**config.mk**
```make
export PLATFORM = sky130hd
export DESIGN_NAME = imem_fetch_ctrl
export DESIGN_NICKNAME = d
export VERILOG_FILES = /design/src/rtl/imem_fetch_ctrl.sv
export SDC_FILE = /design/constraint.sdc
export NUM_CORES = 1
export LEC_CHECK = 0
export CELL_PAD_IN_SITES_DETAIL_PLACEMENT = 1
export CELL_PAD_IN_SITES_GLOBAL_PLACEMENT = 1
export CORE_MARGIN = 10
export CORE_UTILIZATION = 40
export DETAILED_ROUTE_END_ITERATION = 6
export DONT_BUFFER_PORTS = 1
export MAX_ROUTING_LAYER = met4
export PLACE_DENSITY_LB_ADDON = 0.1
export SLEW_MARGIN = 25
export SYNTH_ARGS = -nofsm -noshare
export SYNTH_HDL_FRONTEND = slang
export SYNTH_SLANG_ARGS = --single-unit
```
**constraint.sdc**
```tcl
create_clock -name clk -period 1.8 [get_ports clk]
set_input_delay 0.36 -clock clk [delete_from_list [all_inputs] [get_ports clk]]
set_output_delay 0.36 -clock clk [all_outputs]
set_load 0.02 [all_outputs]
```
**src/rtl/imem_fetch_ctrl.sv**
```systemverilog
// Instruction fetch sequencer: owns the PC, reads instruction memory and registers
// the returned word for decode, with stall, redirect/flush, halt and misalignment fault.
module imem_fetch_ctrl #(
    parameter int unsigned INS_ADDRESS = 9,
    parameter int unsigned INS_W       = 32,
    parameter int unsigned CNT_W       = 16
) (
    input  logic                   clk,
    input  logic                   reset,
    output logic [INS_ADDRESS-1:0] imem_ra,
    input  logic [INS_W-1:0]       imem_rd,
    input  logic                   stall,
    input  logic                   redirect_valid,
    input  logic [INS_ADDRESS-1:0] redirect_target,
    input  logic                   halt_req,
    input  logic                   resume,
    output logic [INS_W-1:0]       inst,
    output logic [INS_ADDRESS-1:0] inst_pc,
    output logic                   inst_valid,
    output logic                   fault,
    output logic [CNT_W-1:0]       fetch_count
);

    typedef enum logic [1:0] {
        StResetWait = 2'd0,
        StRun       = 2'd1,
        StHalt      = 2'd2,
        StFault     = 2'd3
    } state_e;

    state_e                 state_q, state_d;
    logic [INS_ADDRESS-1:0] pc_q, pc_d;
    logic [INS_W-1:0]       inst_q, inst_d;
    logic [INS_ADDRESS-1:0] inst_pc_q, inst_pc_d;
    logic                   inst_valid_q, inst_valid_d;
    logic                   fault_q, fault_d;
    logic [CNT_W-1:0]       cnt_q, cnt_d;
    logic                   tgt_aligned;

    assign tgt_aligned = (redirect_target[1:0] == 2'b00);

    always_ff @(posedge clk) begin
        if (reset) begin
            state_q      <= StResetWait;
            pc_q         <= '0;
            inst_q       <= '0;
            inst_pc_q    <= '0;
            inst_valid_q <= 1'b0;
            fault_q      <= 1'b0;
            cnt_q        <= '0;
        end else begin
            state_q      <= state_d;
            pc_q         <= pc_d;
            inst_q       <= inst_d;
            inst_pc_q    <= inst_pc_d;
            inst_valid_q <= inst_valid_d;
            fault_q      <= fault_d;
            cnt_q        <= cnt_d;
        end
    end

    always_comb begin
        state_d      = state_q;
        pc_d         = pc_q;
        inst_d       = inst_q;
        inst_pc_d    = inst_pc_q;
        inst_valid_d = inst_valid_q;
        fault_d      = fault_q;
        cnt_d        = cnt_q;

        unique case (state_q)
            StResetWait: begin
                inst_valid_d = 1'b0;
                state_d      = StRun;
            end
            StRun: begin
                if (redirect_valid) begin
                    // Redirect beats stall: the flush must not be lost behind a held pipe.
                    inst_valid_d = 1'b0;
                    if (tgt_aligned) begin
                        pc_d = redirect_target;
                    end else begin
                        fault_d = 1'b1;
                        state_d = StFault;
                    end
                end else if (halt_req) begin
                    inst_valid_d = 1'b0;
                    state_d      = StHalt;
                end else if (!stall) begin
                    inst_d       = imem_rd;
                    inst_pc_d    = pc_q;
                    inst_valid_d = 1'b1;
                    pc_d         = pc_q + INS_ADDRESS'(4);
                    if (cnt_q != {CNT_W{1'b1}}) begin
                        cnt_d = cnt_q + CNT_W'(1);
                    end
                end
            end
            StHalt: begin
                inst_valid_d = 1'b0;
                // A redirect while halted only retargets (or faults); halt is kept.
                if (redirect_valid) begin
                    if (tgt_aligned) begin
                        pc_d = redirect_target;
                    end else begin
                        fault_d = 1'b1;
                    end
                end else if (resume) begin
                    state_d = StRun;
                end
            end
            StFault: begin
                inst_valid_d = 1'b0;
            end
            default: begin
                state_d = StFault;
            end
        endcase
    end

    assign imem_ra     = pc_q;
    assign inst        = inst_q;
    assign inst_pc     = inst_pc_q;
    assign inst_valid  = inst_valid_q;
    assign fault       = fault_q;
    assign fetch_count = cnt_q;

endmodule

```
==> reports/qor.json, run 1 <==
{
  "logic_synthesis": {
    "synth_cells": 367,
    "async_flop_share_pct": 0,
    "yosys_register_bits": 70,
    "synth.net_count": 419,
    "synth_largest_area_cell": "dfxtp_1",
    "synth-warning-count": 0,
    "number_of_distinct_standard_cells_referenced_by_the_synthesized_netlist": 46,
    "synth.avg_cell_area_sq_um": 8.19,
    "synth-edff-count": 0,
    "synth_area_leaders": "dfxtp_1 (47%), nand2_1 (11%), a21oi_1 (10%)",
    "synth_flop_cell": "dfxtp_1",
    "syn-cell-area_sq_um": 3010,
    "netlist.area_leader.share_pct": 46.6,
    "portion_of_the_post_synthesis_area_used_by_sequential_elements_pct": 46.6
  },
  "floorplanning": {
    "die_height_microns": 107,
    "ioPinCount": 115,
    "starting_utilization_of_the_core_area_pct": 41.2,
    "die_width_microns": 107,
    "fp.dieArea_sq_um": 11400,
    "core_region_area_sq_um": 7290,
    "core.rowCount": 31
  },
  "hold_path": {
    "hold_start": "reset",
    "holdCritPathClass": "in -> reg"
  },
  "critical_path": {
    "classification_of_the_worst_setup_path": "reg -> reg",
    "worst_setup_path_startpoint": "state_q[1]",
    "cp_slowest_stage_delay_ns": 0.43,
    "ff2ff_setup_slack_ns": 0.06,
    "worst_path_buf_inv": 2,
    "crit_fanout": 8,
    "startpoint_type": "flip-flop",
    "timing.critical_path.slowest_stage_cell": "or4_4",
    "cp.arrival_ns": 2.02,
    "crit_required_ns": 2.08,
    "cp_top_family": "simple AND/OR/NAND/NOR gates",
    "path_cells": "inv_2 > ha_4 > nor4b_4 > buf_6 > nand3_1 > or4_4 > a21oi_2",
    "r2r-start": "state_q[1]",
    "cp-end-kind": "flip-flop"
  },
  "layout": {
    "fin_nets": 461,
    "layout_common_cells": "nand2_1 (86), dfxtp_1 (66), a21oi_1 (57)",
    "flow.area_growth_from_synthesis_pct": 25.3,
    "post-route-util_pct": 51.7,
    "n_antenna_cell": 0,
    "drive_above_1_share_pct": 25.4,
    "final_common_cell": "nand2_1"
  },
  "global_route": {
    "global_route.usage.total_pct": 16.7,
    "antenna_found_initial": 0,
    "overflow": 0,
    "number_of_global_route_vias_before_repair": 2880,
    "grt_max_degree": 75,
    "grt_pass1_wl_mm": 15.1
  },
  "timing": {
    "number_of_setup_violations_in_the_final_report": 0,
    "final_min_period_over_clock_period_pct": 96.7,
    "final_count_of_hold_timing_violations": 0,
    "setup_repair_after_global_routing_missed_its_margin": "true",
    "finClkSkew_ns": 0.00801,
    "max-slew-margin-rel_pct": 73.3,
    "final-max-slew-violation-count": 0,
    "maximum_clock_frequency_mhz": 574,
    "worst_pin_slew_ns": 0.400,
    "timing.final.crit_period_ns": 1.74
  },
  "clock_tree": {
    "cts_num_sinks": 70,
    "insertion_delay_ns": 0.35,
    "root_buffer": "clkbuf_8",
    "clk_pin_slew_worst_setup_hold_paths_ns": 0.07,
    "cts_buffers": 9,
    "maximum_count_of_clock_buffers_along_a_single_path": 2,
    "htreeDepth": 3,
    "cts_tree": "built"
  },
  "route": {
    "route.detailed.drc": 0,
    "routed_via_density": 5.57,
    "drtPass1Iterations": 5,
    "dr.first_iter.drc_count": 105,
    "antenna_violating_nets_post_route": 0,
    "detail_route.wirelength_mm": 9.67,
    "route.detailed.wl_per_inst_microns": 18.9,
    "vias": 2852
  },
  "place": {
    "place_congestion": 0.868,
    "port_buffers": 0,
    "place.detailed.hpwl_mm": 7.10
  },
  "power_and_ir_drop": {
    "fin_total_pwr_mw": 3.28,
    "leakagePower_nw": 1.33,
    "power_density_nw_per_um2": 870,
    "largest_voltage_drop_on_the_vdd_net_v": 0.000517
  },
  "flow_run": {
    "drv.max_cap_violation_count": 0
  },
  "outcome": {
    "run_status": "complete, no violations"
  }
}
worst paths after layout:
kind | cells after the start | end
worst max-delay path | 7 | fetch_count[12]
worst max register to register | 7 | fetch_count[12]
worst min-delay path | 1 | fetch_count[12]
worst min register to register | 2 | fetch_count[15]
timing repair:
item / in CTS / in global routing
gates resized for setup: 1 / 32
buffers inserted: 2 / 3
setup endpoints to repair: 5 / 49
hold buffers: 0 / 0
pin swaps: 3 / 11
synth_stat cells (5+ instances only):
library cell / instances
nand2_1: 88
dfxtp_1: 70
a21oi_1: 62
clkbuf_1: 16
nor2_1: 15
nor2b_1: 9
nand4_1: 8
a211oi_1: 7
inv_1: 7
mux2_2: 6
nand3_1: 6
o21ai_0: 6
o22ai_1: 6
ha_1: 5
where the power goes:
part,total (mW),switching (mW),internal (mW)
registers,1.67,0.0686,1.60
clock network,1.23,0.604,0.629
logic,0.378,0.207,0.171
layout make-up:
cell class	instances	area, sq um
clock inverters	6	63.8
well taps	99	124
clock buffers	9	124
flip-flops and latches	70	1410
multi-input cells	266	1600
inverters	7	26.3
fillers	889	3520
repair buffers	55	428
logic make-up after synthesis:
kind of cell | after synthesis | share of synthesized area (%)
mux | 6 | 2.25
flops | 70 | 46.6
buf+inv | 31 | 4.04
fa+ha+maj | 5 | 2.08
simple gates | 151 | 24.0
compound gates | 104 | 21.1
stage by stage:
stage | cells | cell area, sq um | hold slack [ns] | TNS (ns) | setup WS (ns)
CTS | 509 | 3630 | 0.0627 | -0.00882 | -0.00798
global route | 512 | 3770 | 0.0622 | -0.316 | -0.0528
finish | 512 | 3770 | 0.0787 | 0 | 0.0587
detailed placement | 492 | 3410 | 0.438 | -0.0356 | -0.0356
global placement | 492 | 3410 | 0.438 | 0 | 0.0112
floorplan | 367 | 3010 | 0.437 | -0.0743 | -0.0410
worst reg2reg max path, stage by stage (launching register included):
cell and delay [ns]:
dfxtp_2 0.33, inv_2 0.07, ha_4 0.13, nor4b_4 0.31, buf_6 0.19, nand3_1 0.10, or4_4 0.43, a21oi_2 0.12
sequential cells by signal (all words and copies together) (netlist names):
register     count
fault            1
inst            32
fetch_count     16
inst_valid       1
inst_pc          9
imem_ra          9
state_q          2
per-layer routing:
layer	vias up	routed length, microns	GRT usage, %
met4	0	192	7.16
met1	1364	3910	19.0
met5	-	0	-
met2	88	4690	25.2
met3	16	887	7.31
li1	1384	-	-
No activity file was read; power rests on OpenSTA's default activity.
==> run 2: changes to the inputs <==
TNS_END_PERCENT = 20   (was default)
==> run 2 against run 1 <==
  * Core utilization is 0.70 points lower
  * Global-route usage is 0.096 points higher
  * Non-clock buffer count is 5 lower
  * Register-to-register slack hardly changed
  * Clock power is 4% higher
  * Worst hold slack worse by 0.015 ns
  * Sequential power hardly changed
  * Flip-flop and latch count stayed put
  * Cell area is 1.4% lower
  * Sequential share of layout area is 0.58 points higher
  * Die area stayed put
  * Routed wire length is 0.95% higher
  * Critical path type unchanged
  * Largest power group unchanged
  * Highest routed layer unchanged
==> reports/qor.json, run 2 (synthesized netlist as in run 1, its figures left out) <==
{
  "outcome": {
    "run_status": "complete, no violations"
  },
  "route": {
    "route.detailed.wl_per_inst_microns": 19.2,
    "drtPass1Iterations": 4,
    "routed_via_density": 5.50,
    "detail_route.wirelength_mm": 9.76,
    "route.detailed.drc": 0,
    "dr.first_iter.drc_count": 129,
    "antenna_violating_nets_post_route": 0,
    "vias": 2794
  },
  "timing": {
    "final-max-slew-violation-count": 0,
    "accumulated_negative_setup_slack_ns": 0,
    "max-slew-margin-rel_pct": 65.8,
    "maximum_clock_frequency_mhz": 578,
    "timing.final.crit_period_ns": 1.73,
    "final_count_of_hold_timing_violations": 0,
    "setup_repair_after_global_routing_missed_its_margin": "true",
    "number_of_setup_violations_in_the_final_report": 0,
    "whs_ns": 0.0640,
    "worst_pin_slew_ns": 0.512,
    "final_min_period_over_clock_period_pct": 96.1,
    "finClkSkew_ns": 0.0208
  },
  "floorplanning": {
    "die_height_microns": 107,
    "fp.dieArea_sq_um": 11400,
    "die_width_microns": 107,
    "starting_utilization_of_the_core_area_pct": 41.2,
    "core.rowCount": 31,
    "core_region_area_sq_um": 7290,
    "ioPinCount": 115
  },
  "critical_path": {
    "cp-end-kind": "flip-flop",
    "cp.arrival_ns": 2.02,
    "cp_slowest_stage_delay_ns": 0.54,
    "crit_required_ns": 2.09,
    "worst_path_buf_inv": 1,
    "cp_top_family": "simple AND/OR/NAND/NOR gates",
    "timing.critical_path.slowest_stage_cell": "or4_4",
    "crit_fanout": 5,
    "classification_of_the_worst_setup_path": "reg -> reg",
    "startpoint_type": "flip-flop",
    "path_cells": "ha_4 > nor4b_4 > buf_4 > nand3_4 > or4_4 > a21oi_2"
  },
  "flow_run": {
    "drv.max_cap_violation_count": 0
  },
  "layout": {
    "finish.cell_count_without_fillers": 508,
    "flow.area_growth_from_synthesis_pct": 23.6,
    "drive_above_1_share_pct": 23.5,
    "largest_register_ff_count": 32,
    "layout_common_cells": "nand2_1 (88), dfxtp_1 (66), a21oi_1 (58)",
    "post-route-util_pct": 51.0,
    "fill_cells": 912,
    "n_antenna_cell": 0,
    "final_common_cell": "nand2_1",
    "fin_nets": 456
  },
  "clock_tree": {
    "root_buffer": "clkbuf_8",
    "clk_pin_slew_worst_setup_hold_paths_ns": 0.09,
    "cts_num_sinks": 70,
    "maximum_count_of_clock_buffers_along_a_single_path": 2,
    "htreeDepth": 3,
    "cts_tree": "built",
    "cts_buffers": 9,
    "insertion_delay_ns": 0.35
  },
  "place": {
    "place_congestion": 0.851,
    "place_inst": 487,
    "place.detailed.hpwl_mm": 6.96,
    "port_buffers": 0
  },
  "global_route": {
    "antenna_found_initial": 0,
    "grt_max_degree": 75,
    "overflow": 0,
    "global_route.usage.total_pct": 16.8,
    "number_of_global_route_vias_before_repair": 2957,
    "grt_pass1_wl_mm": 15.3
  },
  "power_and_ir_drop": {
    "fin_total_pwr_mw": 3.32,
    "power_density_nw_per_um2": 893,
    "largest_voltage_drop_on_the_vdd_net_v": 0.000430,
    "leakagePower_nw": 1.31
  },
  "hold_path": {
    "holdCritPathClass": "in -> reg"
  }
}
-- run 2: stage by stage --
stage               setup WS (ns)  area, sq um
global route             -0.00855         3720
floorplan                 -0.0410         3010
CTS                       0.00209         3610
global placement          0.00938         3380
detailed placement        -0.0524         3380
finish                     0.0710         3720
-- run 2: final timing paths --
kind	slack, ns	endpoint	depth (start not counted)	startpoint
min reg2reg	0.55	fetch_count[9]	2	fetch_count[9]
min	0.06	fetch_count[15]	1	reset
max	0.07	fetch_count[7]	6	state_q[0]
max reg2reg	0.07	fetch_count[7]	6	state_q[0]
-- run 2: cell type report --
| class | instances | area (sq um) | area share, % |
|---|---|---|---|
| clock buffers | 10 | 128 | 3.43 |
| clock inverters | 6 | 68.8 | 1.85 |
| inverters | 7 | 26.3 | 0.707 |
| multi-input cells | 266 | 1570 | 42.3 |
| flip-flops and latches | 70 | 1410 | 37.9 |
| well taps | 99 | 124 | 3.33 |
| repair buffers | 50 | 388 | 10.4 |
-- run 2: power breakdown --
group | switching (mW) | internal, mW
clock network | 0.634 | 0.651
logic | 0.203 | 0.164
registers | 0.0704 | 1.60
-- run 2: metal layers --
metal  GRT usage [%]  wire length, microns  share of wire (%)  vias up
met3            7.78                   915                9.4       10
met5               -                     0                  0        -
met2            26.9                  4920                 50       92
met4            5.13                   112                1.1        0
li1                -                     -                  -     1364
met1            18.3                  3810                 39     1328
-- run 2: what timing repair did --
| action | 4_1_cts | 5_1_grt |
|---|---|---|
| gates cloned | 0 | 1 |
| setup endpoints to repair | 9 | 55 |
| setup buffers | 1 | 3 |
| hold buffers | 0 | 0 |
| pin swaps | 2 | 7 |
| gates resized for setup | 6 | 20 |
